`config.mk`:
```
export PLATFORM = sky130hd
export DESIGN_NAME = control_execute_pipe_flat
export DESIGN_NICKNAME = d
export VERILOG_FILES = /design/src/rtl/control_execute_pipe_if.sv /design/src/rtl/control_execute_pipe.sv /design/src/flat_wrapper.sv
export SDC_FILE = /design/constraint.sdc
export NUM_CORES = 1
export LEC_CHECK = 0
export ABC_AREA = 1
export BUFFER_PORTS_ARGS = -buffer_cell sky130_fd_sc_hd__buf_2
export CORE_ASPECT_RATIO = 1.2
export CORE_MARGIN = 8
export CORE_UTILIZATION = 40
export DETAILED_ROUTE_END_ITERATION = 10
export GPL_TIMING_DRIVEN = 0
export PLACE_DENSITY = 0.73
export REMOVE_ABC_BUFFERS = 1
export SETUP_SLACK_MARGIN = 0.15
export SYNTH_ARGS = -nofsm -noshare
export SYNTH_HDL_FRONTEND = slang
export SYNTH_SLANG_ARGS = --single-unit
```
`constraint.sdc`:
```
create_clock -name clock -period 2.8 [get_ports clock]
set_input_delay 0 -clock clock [delete_from_list [all_inputs] [get_ports clock]]
set_output_delay 0 -clock clock [all_outputs]
set_load 0.01 [all_outputs]
```
`src/rtl/control_execute_pipe_if.sv`:
```
// Handshake and result bundle between the decode/execute register and the
// execute-stage control decoder.
interface control_execute_pipe_if #(
   parameter int WIDTH = 32
);
   logic             in_valid;
   logic             in_ready;
   logic [31:0]      instruction;
   logic [WIDTH-1:0] pc;
   logic             flush;
   logic             tty_ack;
   logic             out_valid;
   logic             out_ready;
   logic [4:0]       alu_opcode;
   logic [4:0]       ctrl_shamt;
   logic [WIDTH-1:0] immediate_value;
   logic [WIDTH-1:0] jump_target;
   logic [WIDTH-1:0] out_pc;
   logic             i_signal;
   logic             j_signal;
   logic             jr_signal;
   logic             tty_signal;
   logic             redirect;

   modport master (
      output in_valid, instruction, pc, flush, tty_ack, out_ready,
      input  in_ready, out_valid, alu_opcode, ctrl_shamt, immediate_value,
             jump_target, out_pc, i_signal, j_signal, jr_signal, tty_signal,
             redirect
   );

   modport slave (
      input  in_valid, instruction, pc, flush, tty_ack, out_ready,
      output in_ready, out_valid, alu_opcode, ctrl_shamt, immediate_value,
             jump_target, out_pc, i_signal, j_signal, jr_signal, tty_signal,
             redirect
   );
endinterface

```
`src/rtl/control_execute_pipe.sv`:
```
// Registered execute-stage control decoder with jump-shadow squashing,
// keyboard wait state and synchronous flush.
module control_execute_pipe #(
   parameter int WIDTH        = 32,
   parameter int IMM_BITS     = 17,
   parameter int JUMP_BITS    = 27,
   parameter int SHADOW_SLOTS = 2
) (
   input logic                 clock,
   input logic                 reset,
   control_execute_pipe_if.slave bus
);
   localparam int CNT_W = (SHADOW_SLOTS > 0) ? $clog2(SHADOW_SLOTS + 1) : 1;
   localparam logic [CNT_W-1:0] SLOTS_LOAD = CNT_W'(SHADOW_SLOTS);
   localparam logic [CNT_W-1:0] CNT_ONE    = CNT_W'(1);

   typedef enum logic [1:0] {
      ST_RUN      = 2'd0,
      ST_SHADOW   = 2'd1,
      ST_TTY_WAIT = 2'd2
   } state_t;

   state_t           r_state;
   logic [CNT_W-1:0] r_count;
   logic             r_out_valid;
   logic             r_redirect;
   logic [4:0]       r_alu_opcode;
   logic [4:0]       r_shamt;
   logic [WIDTH-1:0] r_imm;
   logic [WIDTH-1:0] r_jump_target;
   logic [WIDTH-1:0] r_pc;
   logic             r_i;
   logic             r_j;
   logic             r_jr;
   logic             r_tty;

   logic [4:0]       w_op;
   logic [4:0]       w_alu;
   logic             w_i;
   logic             w_j;
   logic             w_jr;
   logic             w_tty;
   logic [WIDTH-1:0] w_imm;
   logic [WIDTH-1:0] w_jump_target;
   logic             w_in_ready;
   logic             w_accept;

   assign w_op          = bus.instruction[31:27];
   assign w_imm         = {{(WIDTH-IMM_BITS){bus.instruction[IMM_BITS-1]}},
                           bus.instruction[IMM_BITS-1:0]};
   assign w_jump_target = {bus.pc[WIDTH-1:JUMP_BITS], bus.instruction[JUMP_BITS-1:0]};

   // Opcode class decode; tty is the only opcode shared between two groups.
   always_comb begin
      w_alu = bus.instruction[6:2];
      w_i   = 1'b0;
      w_j   = 1'b0;
      w_jr  = 1'b0;
      w_tty = 1'b0;
      case (w_op)
         5'b00101, 5'b00111, 5'b01000, 5'b10001: begin
            w_i   = 1'b1;
            w_alu = 5'b00000;
         end
         5'b11110: begin
            w_i   = 1'b1;
            w_tty = 1'b1;
            w_alu = 5'b00000;
         end
         5'b00010, 5'b00110: w_alu = 5'b00001;
         5'b00001, 5'b00011: w_j = 1'b1;
         5'b00100: begin
            w_j  = 1'b1;
            w_jr = 1'b1;
         end
         default: w_alu = bus.instruction[6:2];
      endcase
   end

   // Upstream readiness depends only on state and the output slot.
   always_comb begin
      case (r_state)
         ST_RUN:      w_in_ready = !r_out_valid || bus.out_ready;
         ST_SHADOW:   w_in_ready = 1'b1;
         ST_TTY_WAIT: w_in_ready = 1'b0;
         default:     w_in_ready = 1'b0;
      endcase
   end

   assign w_accept = bus.in_valid && w_in_ready;

   // Control FSM and output pipeline register.
   always_ff @(posedge clock or negedge reset) begin
      if (!reset) begin
         r_state       <= ST_RUN;
         r_count       <= '0;
         r_out_valid   <= 1'b0;
         r_redirect    <= 1'b0;
         r_alu_opcode  <= 5'd0;
         r_shamt       <= 5'd0;
         r_imm         <= '0;
         r_jump_target <= '0;
         r_pc          <= '0;
         r_i           <= 1'b0;
         r_j           <= 1'b0;
         r_jr          <= 1'b0;
         r_tty         <= 1'b0;
      end else if (bus.flush) begin
         r_state     <= ST_RUN;
         r_count     <= '0;
         r_out_valid <= 1'b0;
         r_redirect  <= 1'b0;
      end else begin
         r_redirect <= 1'b0;
         case (r_state)
            ST_RUN: begin
               if (w_accept) begin
                  r_alu_opcode  <= w_alu;
                  r_shamt       <= bus.instruction[11:7];
                  r_imm         <= w_imm;
                  r_jump_target <= w_jump_target;
                  r_pc          <= bus.pc;
                  r_i           <= w_i;
                  r_j           <= w_j;
                  r_jr          <= w_jr;
                  r_tty         <= w_tty;
                  if (w_tty) begin
                     r_out_valid <= 1'b0;
                     r_state     <= ST_TTY_WAIT;
                  end else begin
                     r_out_valid <= 1'b1;
                     if (w_j) begin
                        r_redirect <= 1'b1;
                        if (SHADOW_SLOTS > 0) begin
                           r_state <= ST_SHADOW;
                           r_count <= SLOTS_LOAD;
                        end
                     end
                  end
               end else if (bus.out_ready) begin
                  r_out_valid <= 1'b0;
               end
            end
            ST_SHADOW: begin
               // The jump itself still drains while shadow beats are discarded.
               if (bus.out_ready) begin
                  r_out_valid <= 1'b0;
               end
               if (w_accept) begin
                  if (r_count <= CNT_ONE) begin
                     r_count <= '0;
                     r_state <= ST_RUN;
                  end else begin
                     r_count <= r_count - CNT_ONE;
                  end
               end
            end
            ST_TTY_WAIT: begin
               if (bus.tty_ack) begin
                  r_out_valid <= 1'b1;
                  r_state     <= ST_RUN;
               end
            end
            default: begin
               r_state     <= ST_RUN;
               r_out_valid <= 1'b0;
               r_count     <= '0;
            end
         endcase
      end
   end

   assign bus.in_ready        = w_in_ready;
   assign bus.out_valid       = r_out_valid;
   assign bus.redirect        = r_redirect;
   assign bus.alu_opcode      = r_alu_opcode;
   assign bus.ctrl_shamt      = r_shamt;
   assign bus.immediate_value = r_imm;
   assign bus.jump_target     = r_jump_target;
   assign bus.out_pc          = r_pc;
   assign bus.i_signal        = r_i;
   assign bus.j_signal        = r_j;
   assign bus.jr_signal       = r_jr;
   assign bus.tty_signal      = r_tty;
endmodule

```
`src/flat_wrapper.sv`:
```
// flat-port wrapper written by rule: the top's interface ports become plain ports
module control_execute_pipe_flat 
#(
   parameter int WIDTH        = 32,
   parameter int IMM_BITS     = 17,
   parameter int JUMP_BITS    = 27,
   parameter int SHADOW_SLOTS = 2
)
  (clock, reset, bus_in_valid, bus_instruction, bus_pc, bus_flush, bus_tty_ack, bus_out_ready, bus_in_ready, bus_out_valid, bus_alu_opcode, bus_ctrl_shamt, bus_immediate_value, bus_jump_target, bus_out_pc, bus_i_signal, bus_j_signal, bus_jr_signal, bus_tty_signal, bus_redirect);
  control_execute_pipe_if #(.WIDTH(WIDTH)) bus_i ();
  input logic clock;
  input logic reset;
  input wire logic [$bits(bus_i.in_valid)-1:0] bus_in_valid;
  input wire logic [$bits(bus_i.instruction)-1:0] bus_instruction;
  input wire logic [$bits(bus_i.pc)-1:0] bus_pc;
  input wire logic [$bits(bus_i.flush)-1:0] bus_flush;
  input wire logic [$bits(bus_i.tty_ack)-1:0] bus_tty_ack;
  input wire logic [$bits(bus_i.out_ready)-1:0] bus_out_ready;
  output wire logic [$bits(bus_i.in_ready)-1:0] bus_in_ready;
  output wire logic [$bits(bus_i.out_valid)-1:0] bus_out_valid;
  output wire logic [$bits(bus_i.alu_opcode)-1:0] bus_alu_opcode;
  output wire logic [$bits(bus_i.ctrl_shamt)-1:0] bus_ctrl_shamt;
  output wire logic [$bits(bus_i.immediate_value)-1:0] bus_immediate_value;
  output wire logic [$bits(bus_i.jump_target)-1:0] bus_jump_target;
  output wire logic [$bits(bus_i.out_pc)-1:0] bus_out_pc;
  output wire logic [$bits(bus_i.i_signal)-1:0] bus_i_signal;
  output wire logic [$bits(bus_i.j_signal)-1:0] bus_j_signal;
  output wire logic [$bits(bus_i.jr_signal)-1:0] bus_jr_signal;
  output wire logic [$bits(bus_i.tty_signal)-1:0] bus_tty_signal;
  output wire logic [$bits(bus_i.redirect)-1:0] bus_redirect;
  assign bus_i.in_valid = bus_in_valid;
  assign bus_i.instruction = bus_instruction;
  assign bus_i.pc = bus_pc;
  assign bus_i.flush = bus_flush;
  assign bus_i.tty_ack = bus_tty_ack;
  assign bus_i.out_ready = bus_out_ready;
  assign bus_in_ready = bus_i.in_ready;
  assign bus_out_valid = bus_i.out_valid;
  assign bus_alu_opcode = bus_i.alu_opcode;
  assign bus_ctrl_shamt = bus_i.ctrl_shamt;
  assign bus_immediate_value = bus_i.immediate_value;
  assign bus_jump_target = bus_i.jump_target;
  assign bus_out_pc = bus_i.out_pc;
  assign bus_i_signal = bus_i.i_signal;
  assign bus_j_signal = bus_i.j_signal;
  assign bus_jr_signal = bus_i.jr_signal;
  assign bus_tty_signal = bus_i.tty_signal;
  assign bus_redirect = bus_i.redirect;
  control_execute_pipe #(.WIDTH(WIDTH), .IMM_BITS(IMM_BITS), .JUMP_BITS(JUMP_BITS), .SHADOW_SLOTS(SHADOW_SLOTS)) u_core (.clock(clock), .reset(reset), .bus(bus_i));
endmodule
```
==> impl_metrics.py <==
metrics = {
    "status": {
        "outcome": "completed",
    },
    "power": {
        "power.density_nw_per_um2": 630,
        "max-vdd-ir-drop_mv": 0.261,
        "power.net_switching_uw": 937,
        "totalPowerFinal_uw": 3070,
        "p_leak_uw": 0.00285,
        "power.switching_fraction_pct": 30.6,
        "seqPwrFrac_pct": 43.9,
        "combPwrFrac_pct": 27.1,
        "clock_power_share_pct": 29.0,
        "internal_power_uw": 2130,
    },
    "worst_setup_path": {
        "reg2reg_setup_slack_ns": 0.54,
        "critical_path.n_buffers_inverters": 2,
        "critical-path-slowest-cell": "sky130_fd_sc_hd__inv_4",
        "critical_path_peak_fanout": 62,
        "worst_path_largest_cell_delay_ns": 0.46,
        "criticalPathCategory": "reg -> reg",
        "setup.worst_path.start_class": "flop",
        "timing.critical_path.required_ns": 3.05,
        "critical_path.cell_chain": "nor2_2 -> nand4_4 -> buf_12 -> inv_4 -> nand2_1 -> o21ai_0",
        "worst-endpoint-arrival_ns": 2.51,
        "end_kind": "flop",
        "cp_top_delay_family": "buffers and inverters",
    },
    "sta": {
        "finalCriticalPeriod_ns": 2.26,
        "timing_max_transition_violations_final": 0,
        "worst_pin_slew_ns": 0.607,
        "final.setup.worst_slack_ns": 0.540,
        "slew_headroom_pct": 59.6,
        "fmax_ghz": 0.443,
        "finalSetupViolations": 0,
        "rsz0062_at_grt": "false",
        "finalHoldViolations": 0,
        "worst_clock_skew_ns": 0.00521,
        "timing.final.crit_share_pct": 80.7,
    },
    "cts": {
        "cts_buffer_depth": 2,
        "clkLatencyLatePin_ns": 0.33,
        "cts-buffers-inserted": 9,
        "tritoncts": "yes",
        "htreeDepth": 3,
        "cts.clk_slew.worst_paths_ns": 0.07,
        "clock_sink_count": 74,
        "clock_tree.root_cell": "sky130_fd_sc_hd__clkbuf_8",
    },
    "yosys": {
        "syn_area_per_cell_um2": 8.17,
        "synth_async_sr_flop_share_pct": 100,
        "netlist-cell-type-count": 17,
        "synth_ff_type": "sky130_fd_sc_hd__dfrtp_1",
        "synth_cells": 408,
        "netlist_top_cells_count": "sky130_fd_sc_hd__nand2_1 (210), sky130_fd_sc_hd__dfrtp_1 (74), sky130_fd_sc_hd__buf_4 (42)",
        "most_numerous_cell_in_the_yosys_netlist": "sky130_fd_sc_hd__nand2_1",
        "synth_area_um2": 3330,
        "number_of_synthesized_flops_with_an_enable_pin": 0,
        "synth.top_cells.by_area": "sky130_fd_sc_hd__dfrtp_1 (56%), sky130_fd_sc_hd__nand2_1 (24%), sky130_fd_sc_hd__buf_4 (9.5%)",
        "synth_seq_cells": 74,
        "synth_top_cell_by_area": "sky130_fd_sc_hd__dfrtp_1",
        "yosysWarnings": 0,
        "yosys.area.top_type_share_pct": 55.6,
        "seq_area_frac_synth_pct": 55.6,
    },
    "final_layout": {
        "area_growth_syn_to_layout_pct": 45.9,
        "post_layout_nonfiller_instances": 710,
        "layout.cell_area.non_filler_um2": 4860,
        "drive_above_1_share_pct": 32.6,
        "design.final.nets": 679,
        "final_core_util_pct": 60.0,
        "fillers": 707,
    },
    "detailed_routing": {
        "viasPerCell": 4.65,
        "dr.first_iter.drc_count": 138,
        "drt-total-wl_mm": 10.1,
        "drc_errors": 0,
        "antenna_violating_nets_post_route": 0,
        "routed-via-count": 3301,
        "routedWlPerCell_um": 14.2,
        "drt_pass1_iterations": 5,
    },
    "global_route": {
        "grt_usage_pct": 17.0,
        "wire_length_of_the_first_global_routing_pass_mm": 15.6,
        "grt_overflow_total": 0,
        "grt_max_degree": 63,
        "grt_antenna_before_repair": 1,
        "vias_in_the_first_global_route": 3226,
    },
    "die": {
        "initial_utilization_pct": 41.1,
        "design.portCount": 183,
        "dieWidth_um": 99.3,
        "full_die_area_um2": 11500,
        "fp-row-count": 36,
        "dieHeight_um": 116,
        "design.core.area_um2": 8110,
    },
    "min_path": {
        "hold_path.class": "in -> reg",
    },
    "flow_run": {
        "cap_violations": 0,
    },
    "placement": {
        "place_worst_setup_slack_ns": 0.121,
        "routabilityCongestion": 0.801,
        "cell_area_reported_after_detailed_placement_um2": 4040,
        "number_of_placed_instances_with_taps_included": 632,
        "detailed_place_hpwl_mm": 6.87,
        "place.port_buffers": 182,
    },
}
==> worst register-to-register path, stage by stage (launching register included) <==
cell and delay, ns:
sky130_fd_sc_hd__dfrtp_1 0.45, sky130_fd_sc_hd__nor2_2 0.23, sky130_fd_sc_hd__nand4_4 0.35, sky130_fd_sc_hd__buf_12 0.32, sky130_fd_sc_hd__inv_4 0.47, sky130_fd_sc_hd__nand2_1 0.17
sky130_fd_sc_hd__o21ai_0 0.20
==> timing repair <==
action,CTS,global route
setup endpoints to repair,3,0
setup buffers,0,0
endpoints found under the hold margin,100,0
resized for setup,1,0
hold buffers,61,0
==> layout make-up <==
type | instances | area [um^2] | share of cell area, %
diodes | 1 | 2.50 | 0.0514
clock buffers | 14 | 153 | 3.14
clock inverters | 2 | 60.1 | 1.23
inverters | 17 | 66.3 | 1.36
multi-input cells | 262 | 1050 | 21.6
flip-flops and latches | 74 | 1850 | 38.1
well taps | 95 | 119 | 2.44
repair buffers | 245 | 1560 | 32.2
==> layout by cell type, fill, tap and decap left out <==
cell	n
sky130_fd_sc_hd__inv_1	15
sky130_fd_sc_hd__dlygate4sd3_1	61
sky130_fd_sc_hd__buf_2	181
sky130_fd_sc_hd__o21ai_1	2
sky130_fd_sc_hd__o21a_1	1
sky130_fd_sc_hd__nand3_1	16
sky130_fd_sc_hd__clkbuf_1	4
sky130_fd_sc_hd__inv_4	1
sky130_fd_sc_hd__a21oi_1	2
sky130_fd_sc_hd__buf_4	1
sky130_fd_sc_hd__diode_2	1
sky130_fd_sc_hd__o21ai_0	7
sky130_fd_sc_hd__buf_12	2
sky130_fd_sc_hd__nor2_2	1
sky130_fd_sc_hd__nand2_1	210
sky130_fd_sc_hd__nand4_1	3
sky130_fd_sc_hd__nor2_1	19
sky130_fd_sc_hd__nand4_4	1
sky130_fd_sc_hd__inv_2	1
sky130_fd_sc_hd__dfrtp_1	74
sky130_fd_sc_hd__bufinv_16	2
sky130_fd_sc_hd__clkbuf_8	10
==> metal layers <==
layer  up-vias  part of all wire (%)  GRT usage, %
li1       1603                     -             -
met1      1536                    38          17.2
met2       133                    53          31.3
met3        29                   5.8          4.99
met4         0                   3.2          8.29
met5         -                     0             0
==> power by group through the flow <==
stage                     Clock [uW]  Combinational (uW)  Sequential [uW]
after floorplan                    0                 190             1500
after global placement             0                 750             1350
after detailed placement           0                 770             1360
after CTS                        923                 839             1340
after global routing             966                 908             1370
final                            890                 831             1340
==> worst paths after layout <==
check	start	end	cells past startpoint
worst max-delay path	u_core.r_state[0]	u_core.bus.alu_opcode[1]	6
worst min-delay path	bus_instruction[31]	u_core.bus.alu_opcode[0]	4
worst max register to register	u_core.r_state[0]	u_core.bus.alu_opcode[1]	6
worst min register to register	u_core.bus.out_pc[14]	u_core.bus.out_pc[14]	2
max in group asynchronous	reset	u_core.bus.immediate_value[12]	3
min in group asynchronous	reset	u_core.bus.immediate_value[6]	2
==> logic make-up (layout without fill, tap and decap cells) <==
logic type	count (synthesis)	count (layout)	synth area share [%]
AND/OR/NAND/NOR	250	250	29.3
flip-flops	74	74	55.6
buffers and inverters	72	278	13.3
AO/OA/AOI/OAI	12	12	1.88
other	0	1	0
==> metrics by stage <==
step	TNS (ns)	hold slack [ns]
after floorplan	-0.339	-0.296
after detailed placement	0	0.00361
after global routing	0	0.0433
final	0	0.0176
after CTS	0	0.00474
after global placement	-78.24	0.195
==> sequential cells by signal (all words and copies together), names as in the netlist <==
register                    cells
u_core.bus.jr_signal            1
u_core.bus.alu_opcode           5
u_core.bus.j_signal             1
u_core.r_state                  2
u_core.bus.jump_target         12
u_core.bus.redirect             1
u_core.bus.out_pc              31
u_core.bus.immediate_value     16
u_core.bus.i_signal             1
u_core.bus.tty_signal           1
u_core.bus.out_valid            1
u_core.r_count                  2
(Power assumes the default switching activity.)
